<file path="config.mk">
export PLATFORM = sky130hd
export DESIGN_NAME = pc_gen
export DESIGN_NICKNAME = d
export VERILOG_FILES = /design/src/rtl/pc_gen_pkg.sv /design/src/rtl/pc_redirect_arb.sv /design/src/rtl/pc_gen.sv
export SDC_FILE = /design/constraint.sdc
export NUM_CORES = 1
export LEC_CHECK = 0
export BUFFER_PORTS_ARGS = -buffer_cell sky130_fd_sc_hd__buf_2
export CELL_PAD_IN_SITES_DETAIL_PLACEMENT = 0
export CELL_PAD_IN_SITES_GLOBAL_PLACEMENT = 1
export CORE_MARGIN = 2
export CORE_UTILIZATION = 32
export CTS_CLUSTER_DIAMETER = 150
export DETAILED_ROUTE_END_ITERATION = 16
export PLACE_DENSITY = 0.8
export RECOVER_POWER = 100
export SYNTH_ARGS = -nofsm -noshare
export SYNTH_HDL_FRONTEND = slang
export SYNTH_SLANG_ARGS = --single-unit
</file>
<file path="constraint.sdc">
create_clock -name clk -period 2.4 [get_ports clk]
set_input_delay 0 -clock clk [delete_from_list [all_inputs] [get_ports clk]]
set_output_delay 0 -clock clk [all_outputs]
set_load 0.005 [all_outputs]
</file>
<file path="src/rtl/pc_gen_pkg.sv">
// Shared types and helpers for the fetch PC generator: FSM state encoding and
// a power-of-two test used by elaboration-time parameter checks.
package pc_gen_pkg;

    typedef enum logic [1:0] {
        RESET_S = 2'd0,
        RUN_S   = 2'd1,
        HALT_S  = 2'd2
    } pc_gen_state_e;

    function automatic bit is_pow2(input int unsigned v);
        return (v != 0) && ((v & (v - 1)) == 0);
    endfunction

endpackage

</file>
<file path="src/rtl/pc_redirect_arb.sv">
// Fixed-priority redirect arbiter: source 0 wins over all higher-numbered sources.
// redirect_pc is a flat vector with source 0 in the least significant PC_WIDTH bits.
module pc_redirect_arb #(
    parameter int PC_WIDTH     = 32,
    parameter int NUM_REDIRECT = 2
) (
    input  logic [NUM_REDIRECT-1:0]          redirect_valid,
    input  logic [NUM_REDIRECT*PC_WIDTH-1:0] redirect_pc,
    output logic                             any_valid,
    output logic [PC_WIDTH-1:0]              sel_pc
);

    logic [PC_WIDTH-1:0] src_pc [NUM_REDIRECT];

    for (genvar gi = 0; gi < NUM_REDIRECT; gi++) begin : g_unpack
        assign src_pc[gi] = redirect_pc[gi*PC_WIDTH +: PC_WIDTH];
    end

    // Scan from the lowest priority upward so the lowest valid index is the final winner.
    always_comb begin
        any_valid = 1'b0;
        sel_pc    = '0;
        for (int i = NUM_REDIRECT - 1; i >= 0; i--) begin
            if (redirect_valid[i]) begin
                any_valid = 1'b1;
                sel_pc    = src_pc[i];
            end
        end
    end

endmodule

</file>
<file path="src/rtl/pc_gen.sv">
// Fetch-group PC generator with prioritised redirects and epoch tagging.
// Optional feature macro QU_PC_GEN_MISALIGN_EN: aligns redirect targets and flags misaligned ones.
module pc_gen
    import pc_gen_pkg::*;
#(
    parameter int                    PC_WIDTH     = 32,
    parameter int                    PC_INC       = 4,
    parameter int                    FETCH_WIDTH  = 4,
    parameter int                    NUM_REDIRECT = 2,
    parameter int                    EPOCH_WIDTH  = 3,
    parameter logic [PC_WIDTH-1:0]   PC_RESET_VAL = '0
) (
    input  logic                                 clk,
    input  logic                                 rst,
    input  logic                                 en,
    input  logic [NUM_REDIRECT-1:0]              redirect_valid,
    input  logic [NUM_REDIRECT*PC_WIDTH-1:0]     redirect_pc,
    input  logic                                 halt_req,
    input  logic                                 fetch_ready,
    output logic                                 fetch_valid,
    output logic [PC_WIDTH-1:0]                  fetch_pc,
    output logic [$clog2(FETCH_WIDTH):0]         fetch_count,
    output logic [EPOCH_WIDTH-1:0]               fetch_epoch,
`ifdef QU_PC_GEN_MISALIGN_EN
    output logic                                 redirect_misalign,
`endif
    output logic                                 halted
);

    localparam int                  LOG_INC     = $clog2(PC_INC);
    localparam int                  CNT_W       = $clog2(FETCH_WIDTH) + 1;
    localparam logic [PC_WIDTH-1:0] GROUP_BYTES = PC_WIDTH'(FETCH_WIDTH * PC_INC);
    localparam logic [PC_WIDTH-1:0] GROUP_MASK  = PC_WIDTH'(FETCH_WIDTH * PC_INC - 1);
    localparam logic [PC_WIDTH-1:0] SLOT_MASK   = PC_WIDTH'(FETCH_WIDTH - 1);

    if (!is_pow2(PC_INC)) begin : g_bad_pc_inc
        $error("pc_gen: PC_INC must be a power of 2");
    end
    if (!is_pow2(FETCH_WIDTH)) begin : g_bad_fetch_width
        $error("pc_gen: FETCH_WIDTH must be a power of 2");
    end
    if (NUM_REDIRECT < 1) begin : g_bad_num_redirect
        $error("pc_gen: NUM_REDIRECT must be at least 1");
    end

    pc_gen_state_e          state_reg;
    logic                   fetch_valid_reg;
    logic                   halted_reg;
    logic [PC_WIDTH-1:0]    fetch_pc_reg;
    logic [EPOCH_WIDTH-1:0] fetch_epoch_reg;

    logic                   redirect_any;
    logic [PC_WIDTH-1:0]    redirect_sel_pc;
    logic [PC_WIDTH-1:0]    redirect_load_pc;
    logic [PC_WIDTH-1:0]    seq_pc_next;
    logic [PC_WIDTH-1:0]    slot_idx;
    logic                   handshake;

    pc_redirect_arb #(
        .PC_WIDTH     (PC_WIDTH),
        .NUM_REDIRECT (NUM_REDIRECT)
    ) u_arb (
        .redirect_valid (redirect_valid),
        .redirect_pc    (redirect_pc),
        .any_valid      (redirect_any),
        .sel_pc         (redirect_sel_pc)
    );

`ifdef QU_PC_GEN_MISALIGN_EN
    localparam logic [PC_WIDTH-1:0] INC_MASK = PC_WIDTH'(PC_INC - 1);
    logic redirect_misalign_reg;
    logic redirect_misalign_next;

    assign redirect_load_pc       = redirect_sel_pc & ~INC_MASK;
    assign redirect_misalign_next = redirect_any && ((redirect_sel_pc & INC_MASK) != '0);
    assign redirect_misalign      = redirect_misalign_reg;

    always_ff @(posedge clk) begin
        if (rst) begin
            redirect_misalign_reg <= 1'b0;
        end else begin
            redirect_misalign_reg <= redirect_misalign_next;
        end
    end
`else
    assign redirect_load_pc = redirect_sel_pc;
`endif

    assign handshake   = fetch_valid_reg & fetch_ready & en;
    assign seq_pc_next = (fetch_pc_reg & ~GROUP_MASK) + GROUP_BYTES;

    // Slot index of the start PC inside its aligned group; unaligned starts get fewer slots.
    assign slot_idx    = (fetch_pc_reg >> LOG_INC) & SLOT_MASK;
    assign fetch_count = CNT_W'(FETCH_WIDTH) - CNT_W'(slot_idx);

    assign fetch_valid = fetch_valid_reg;
    assign fetch_pc    = fetch_pc_reg;
    assign fetch_epoch = fetch_epoch_reg;
    assign halted      = halted_reg;

    always_ff @(posedge clk) begin
        if (rst) begin
            state_reg       <= RESET_S;
            fetch_valid_reg <= 1'b0;
            halted_reg      <= 1'b0;
            fetch_pc_reg    <= PC_RESET_VAL;
            fetch_epoch_reg <= '0;
        end else begin
            // A redirect overrides the sequential step but never touches the state.
            if (redirect_any) begin
                fetch_pc_reg    <= redirect_load_pc;
                fetch_epoch_reg <= fetch_epoch_reg + EPOCH_WIDTH'(1);
            end else if (handshake) begin
                fetch_pc_reg    <= seq_pc_next;
            end

            if (en) begin
                case (state_reg)
                    RESET_S: begin
                        state_reg       <= RUN_S;
                        fetch_valid_reg <= 1'b1;
                        halted_reg      <= 1'b0;
                    end
                    RUN_S: begin
                        if (halt_req && (!fetch_valid_reg || handshake)) begin
                            state_reg       <= HALT_S;
                            fetch_valid_reg <= 1'b0;
                            halted_reg      <= 1'b1;
                        end
                    end
                    HALT_S: begin
                        if (!halt_req) begin
                            state_reg       <= RUN_S;
                            fetch_valid_reg <= 1'b1;
                            halted_reg      <= 1'b0;
                        end
                    end
                    default: begin
                        state_reg       <= RESET_S;
                        fetch_valid_reg <= 1'b0;
                        halted_reg      <= 1'b0;
                    end
                endcase
            end
        end
    end

endmodule

</file>
* Yosys cells after proc, flatten, opt, wreduce, memory -nomap -nowiden
Cells that the tools add are included.
** Word-level totals
- Bits in registers :: 39
- Output and inout port bits :: 40
- Logic and storage cells :: 35
- Input bits :: 71
** Operators by class
- Bitwise logic cells :: 2
- Equal/unequal tests :: 4
- Mux-type cells :: 15
- Reduce and logical (&&, ||, !) cells :: 6
- $add $sub $neg :: 3
** Operators with widths (number)
- two-way mux 32 bit :: 4
- adder 32 x 5 -> 32 bit (second input constant) :: 1
- two-way mux 1 bit :: 6
- case mux 2 bit (3 select lines) :: 1
- two-way mux 2 bit :: 2
- != test 2 bit (second input constant) :: 2
- adder 3 x 1 -> 3 bit (second input constant) :: 1
- case mux 1 bit (3 select lines) :: 1
- AND reduction 3 bit :: 1
- subtractor 3 x 2 -> 3 bit (first input constant) :: 1
- bitwise AND 1 bit :: 2
- == test 2 x 1 -> 1 bit (second input constant) :: 1
- == test 2 bit (second input constant) :: 1
- logical NOT 2 bit :: 1
- case mux 1 bit (2 select lines) :: 1
- nonzero test 2 bit :: 1
- logical AND 1 bit :: 1
- logical NOT 1 bit :: 1
- logical OR 1 bit :: 1

* Logic depth before layout (Yosys ltp)
- Word-level depth :: 6
- Gate-level depth with buffers :: 8
- Mapped depth without buffers :: 6

* Cells and area by module
From an unflattened synthesis, not the netlist that was laid out.
** Second synthesis, totals
- Cell total of the unflattened synthesis :: 296
- Area, all modules :: 2388.5 um2
** By module, submodules not included
- pc_gen :: area an instance 2020.7 um2, cells each 251, instances 1, sequential area each 740.7 um2
- pc_redirect_arb :: area an instance 367.9 um2, cells each 45, instances 1, sequential area each 0.0 um2

* Worst setup path after synthesis
Ideal clock, no wire load.
- Path type :: register to register
- Start :: register fetch_pc_reg[8] (netlist: fetch_pc[8])
- End :: register fetch_pc_reg[29] (netlist: fetch_pc[29])
- Library setup time :: 0.132 ns
- Path slack :: 0.368 ns
- Required time :: 2.268 ns
- Period minus slack after synthesis :: 2.032 ns
- Arrival time :: 1.900 ns
- Path buffers :: 0
- Stages on the path, launching flop included :: 6
- Path through :: dfxtp_1 > nand4_2 > or4_4 > or4_1 > mux2i_1 > a21oi_1
** On the way
- Word-level cells in the longest chain between the ends :: 3
** RTL lines
- from (decl) :: RTL line pc_gen.sv:49 : logic [PC_WIDTH-1:0] fetch_pc_reg;
- from (signal assigned) :: RTL line pc_gen.sv:111 : fetch_pc_reg <= redirect_load_pc;
- from (signal assigned) :: RTL line pc_gen.sv:114 : fetch_pc_reg <= seq_pc_next;
- adder 32 x 5 -> 32 bit :: RTL line pc_gen.sv:90 : assign seq_pc_next = (fetch_pc_reg & ~GROUP_MASK) + GROUP_BYTES;
- two-way mux 32 bit :: RTL line pc_gen.sv:113 : end else if (handshake) begin
- two-way mux 32 bit :: RTL line pc_gen.sv:110 : if (redirect_any) begin
Every way passes these cells. The select of a mux whose other input is x is not followed.
A chain may end at the register's enable or synchronous reset.

* Final worst setup path
- Start :: register fetch_pc_reg[9] (netlist: fetch_pc[9])
- End :: register fetch_pc_reg[28] (netlist: fetch_pc[28])
The elaborated chain is that of the path after synthesis.

==> reports/results.txt <==
status -> complete, no violations
Max H-tree Level -> 2
asr flop ratio synth -> 0%
post-synthesis simple-gate area fraction -> 28.1%
Post-synth EDFFs -> 0
first-pass GRT wire length -> 13400 um
Avg Inst Size Synth -> 7.40 um2
GP Congestion -> 0.853
WP data required -> 2.58 ns
Largest delay share family, worst path -> simple AND/OR/NAND/NOR gates
Synth Area in Adders -> 1.60%
post-synthesis cell area -> 2350 um2
synth unique cells -> 49
Max-Cap Viols -> 0
Pleak -> 1.27 nW
CP startpoint kind -> flop
final hold violation count -> 0
die height -> 89.6 um
Power Density -> 482 nW/um2
layout cells sized above 1 -> 24.8%
crit path max fanout -> 7
CP Cell Sequence -> nand4_2, buf_4, nor4_2, clkbuf_1, nand4_1, mux2i_1, a2111oi_0
Min-Delay Path Class -> in2reg
setup TNS -> 0 ns
synthesized flop and latch total -> 37
routed wire length per instance -> 16.2 um
Filler Cells Inserted -> 761
Initial Utilization -> 32.7%
minimum clock period -> 2.08 ns
VDD IR max -> 0.247 mV
vias -> 2886
hpwl dp -> 6320 um
vias in the first global route -> 2703
Post-Layout Cell Count -> 535
fin. max-slew vios -> 0
Buf/Inv on CP -> 2
Critical Path AT -> 2.26 ns
Worst-Margin Slew -> 1.11 ns
vias per inst -> 5.39
slowest stage delay, CP -> 0.46 ns
Rows -> 31
syn_nets -> 391
crit end category -> flop
largest net degree at the start of global routing -> 26
post-synthesis cell count -> 317
unrepaired setup endpoints after global routing -> false
final worst-path cycle share -> 86.7%
nets -> 509
max_slew headroom -> 26.3%
max FFs per register -> 32
Iteration-0 DRC Markers -> 189
final instance area -> 3160 um2
CTS tree -> done
Clock Root Buffer -> clkbuf_8
Clock Latency Late Sink -> 0.29 ns
Clock Skew -> 0.00660 ns
Primary FF master, synth -> dfxtp_1
Remaining DRCs -> 0
clock slew at reported path FFs -> 0.08 ns
pre-CTS setup slack -> 0.368 ns
critical path class -> reg2reg
Ys Warns -> 0
Area Growth Syn to Fin -> 34.7%
CP max-delay cell -> dfxtp_1
DRT antenna net count -> 0
width of the die -> 89.6 um
final worst setup slack -> 0.319 ns
area post-placement -> 3050 um2
Port Buffers -> 110
Setup-failing EPs final -> 0
core area -> 7180 um2
placed insts -> 520
antenna diode count -> 0
post-synthesis xor/xnor area fraction -> 3.36%
Bufs on Longest Clock Path -> 2
# IOs -> 111
First-pass DRT Iterations -> 5
Seq/Total Area, Yosys -> 31.6%
TritonCTS buffer count -> 5
setup bufs post-CTS -> 0
Highest Clock Rate -> 0.481 GHz
Synth Area in Compound Gates -> 28.1%
Overflow after GRT -> 0
mux contribution to synthesized area -> 2.13%
area of the die -> 8040 um2
Tot GR Track Use -> 21.8%
initial antenna violation count -> 0
largest family of logic cells by synthesized area -> simple AND/OR/NAND/NOR gates
total wire length -> 8670 um
clock sinks -> 37
## layout by cell type (no fill, tap or decap), types with 4 or more instances in the layout
cell,netlist,final
buf_2,0,85
nor2_1,24,24
o22ai_1,16,16
and3_1,5,5
a211oi_1,10,10
nand2b_1,4,4
nor4_1,4,4
nand2_1,29,29
dfxtp_1,37,37
buf_4,1,11
nand4_1,10,10
o21ai_0,16,16
nand3_1,13,13
or3_1,4,4
nor3_1,14,14
a21oi_1,35,35
clkbuf_8,0,5
mux2i_1,5,5
xnor2_1,7,7
dlygate4sd3_1,0,7
inv_1,10,10
o21bai_1,5,5
clkbuf_1,18,28
a22oi_1,5,5
## tightest hold or removal path, cell delays in order
cell	delay [ns]
buf_2	0.07
o211ai_1	0.07
a21oi_1	0.13
## stage by stage
stage / power, mW / hold slack, ns / utilization (%)
CTS: 1.54 / 0.00647 / 44.7
global route: 1.63 / 0.0188 / 44.1
floorplan: 0.914 / 0.113 / -
detailed placement: 1.09 / 0.243 / 42.5
finish: 1.53 / 0.0131 / 44.1
global placement: 1.08 / 0.232 / 42.5
## synthesized netlist by cell type, types with 2 or more instances
master	count	area share (%)
dfxtp_1	37	32
a21oi_1	35	7.5
nand2_1	29	4.6
nor2_1	24	3.8
clkbuf_1	18	2.9
o21ai_0	16	3.4
o22ai_1	16	4.3
nor3_1	14	3.0
nand3_1	13	2.8
a211oi_1	10	3.2
inv_1	10	1.6
nand4_1	10	2.7
xnor2_1	7	2.6
a22oi_1	5	1.6
and3_1	5	1.3
mux2i_1	5	2.1
o21bai_1	5	1.6
nand2b_1	4	1.1
nor4_1	4	1.1
or3_1	4	1.1
a31oi_1	3	0.80
and4_1	3	1.1
ha_1	3	1.6
nor2b_1	3	0.80
o221ai_1	3	1.1
a2111oi_0	2	0.75
a21o_1	2	0.64
a221oi_1	2	0.75
buf_1	2	0.32
nand3b_1	2	0.64
or2_2	2	0.53
xor2_1	2	0.75
## final cells by class
class / count / area (um2) / area share, %
Sequential cell: 37 / 741 / 23.4
Timing Repair Buffer: 132 / 687 / 21.7
Inverter: 10 / 37.5 / 1.19
Clock inverter: 3 / 17.5 / 0.554
Multi-Input combinational cell: 249 / 1490 / 47.0
Tap cell: 99 / 124 / 3.92
Clock buffer: 5 / 68.8 / 2.18
## final timing paths
kind / startpoint / end / slack (ns) / depth (start not counted)
setup / recovery: fetch_pc[9]$_SDFFE_PP0P_ / fetch_pc[28]$_SDFFE_PP0P_ / 0.32 / 7
hold / removal: redirect_pc[5] / fetch_pc[5]$_SDFFE_PP0P_ / 0.01 / 3
setup reg to reg: fetch_pc[9]$_SDFFE_PP0P_ / fetch_pc[28]$_SDFFE_PP0P_ / 0.32 / 7
hold reg to reg: fetch_epoch[1]$_SDFFE_PP0N_ / fetch_epoch[1]$_SDFFE_PP0N_ / 0.48 / 2
## metal layers
layer / global-route usage, % / share of wire (%) / vias up
li1: - / - / 1432
met1: 30.5 / 45 / 1333
met2: 34.2 / 46 / 113
met3: 3.93 / 8.0 / 8
met4: 6.78 / 1.2 / 0
met5: 0 / 0 / -
## what timing repair did
item                                   CTS  global route
endpoints found under the hold margin    7             0
hold buffers                             7             0
resized for setup                        0             0
## cell families (layout without fill, tap and decap cells)
logic type / after synthesis / after routing
adder cells (fa/ha/maj): 3 / 3
XOR/XNOR: 9 / 9
multiplexers: 5 / 5
AO/OA/AOI/OAI: 106 / 106
flip-flops: 37 / 37
buffers and inverters: 31 / 150
AND/OR/NAND/NOR: 126 / 126
## power breakdown
group / total (mW) / switching, mW / leakage [nW] / internal, mW
registers: 0.726 / 0.0630 / 0.307 / 0.663
logic: 0.354 / 0.186 / 0.920 / 0.168
clock network: 0.445 / 0.244 / 0.0439 / 0.201
total: 1.53 / 0.493 / 1.27 / 1.03
Power figures use the tool's default switching activity.
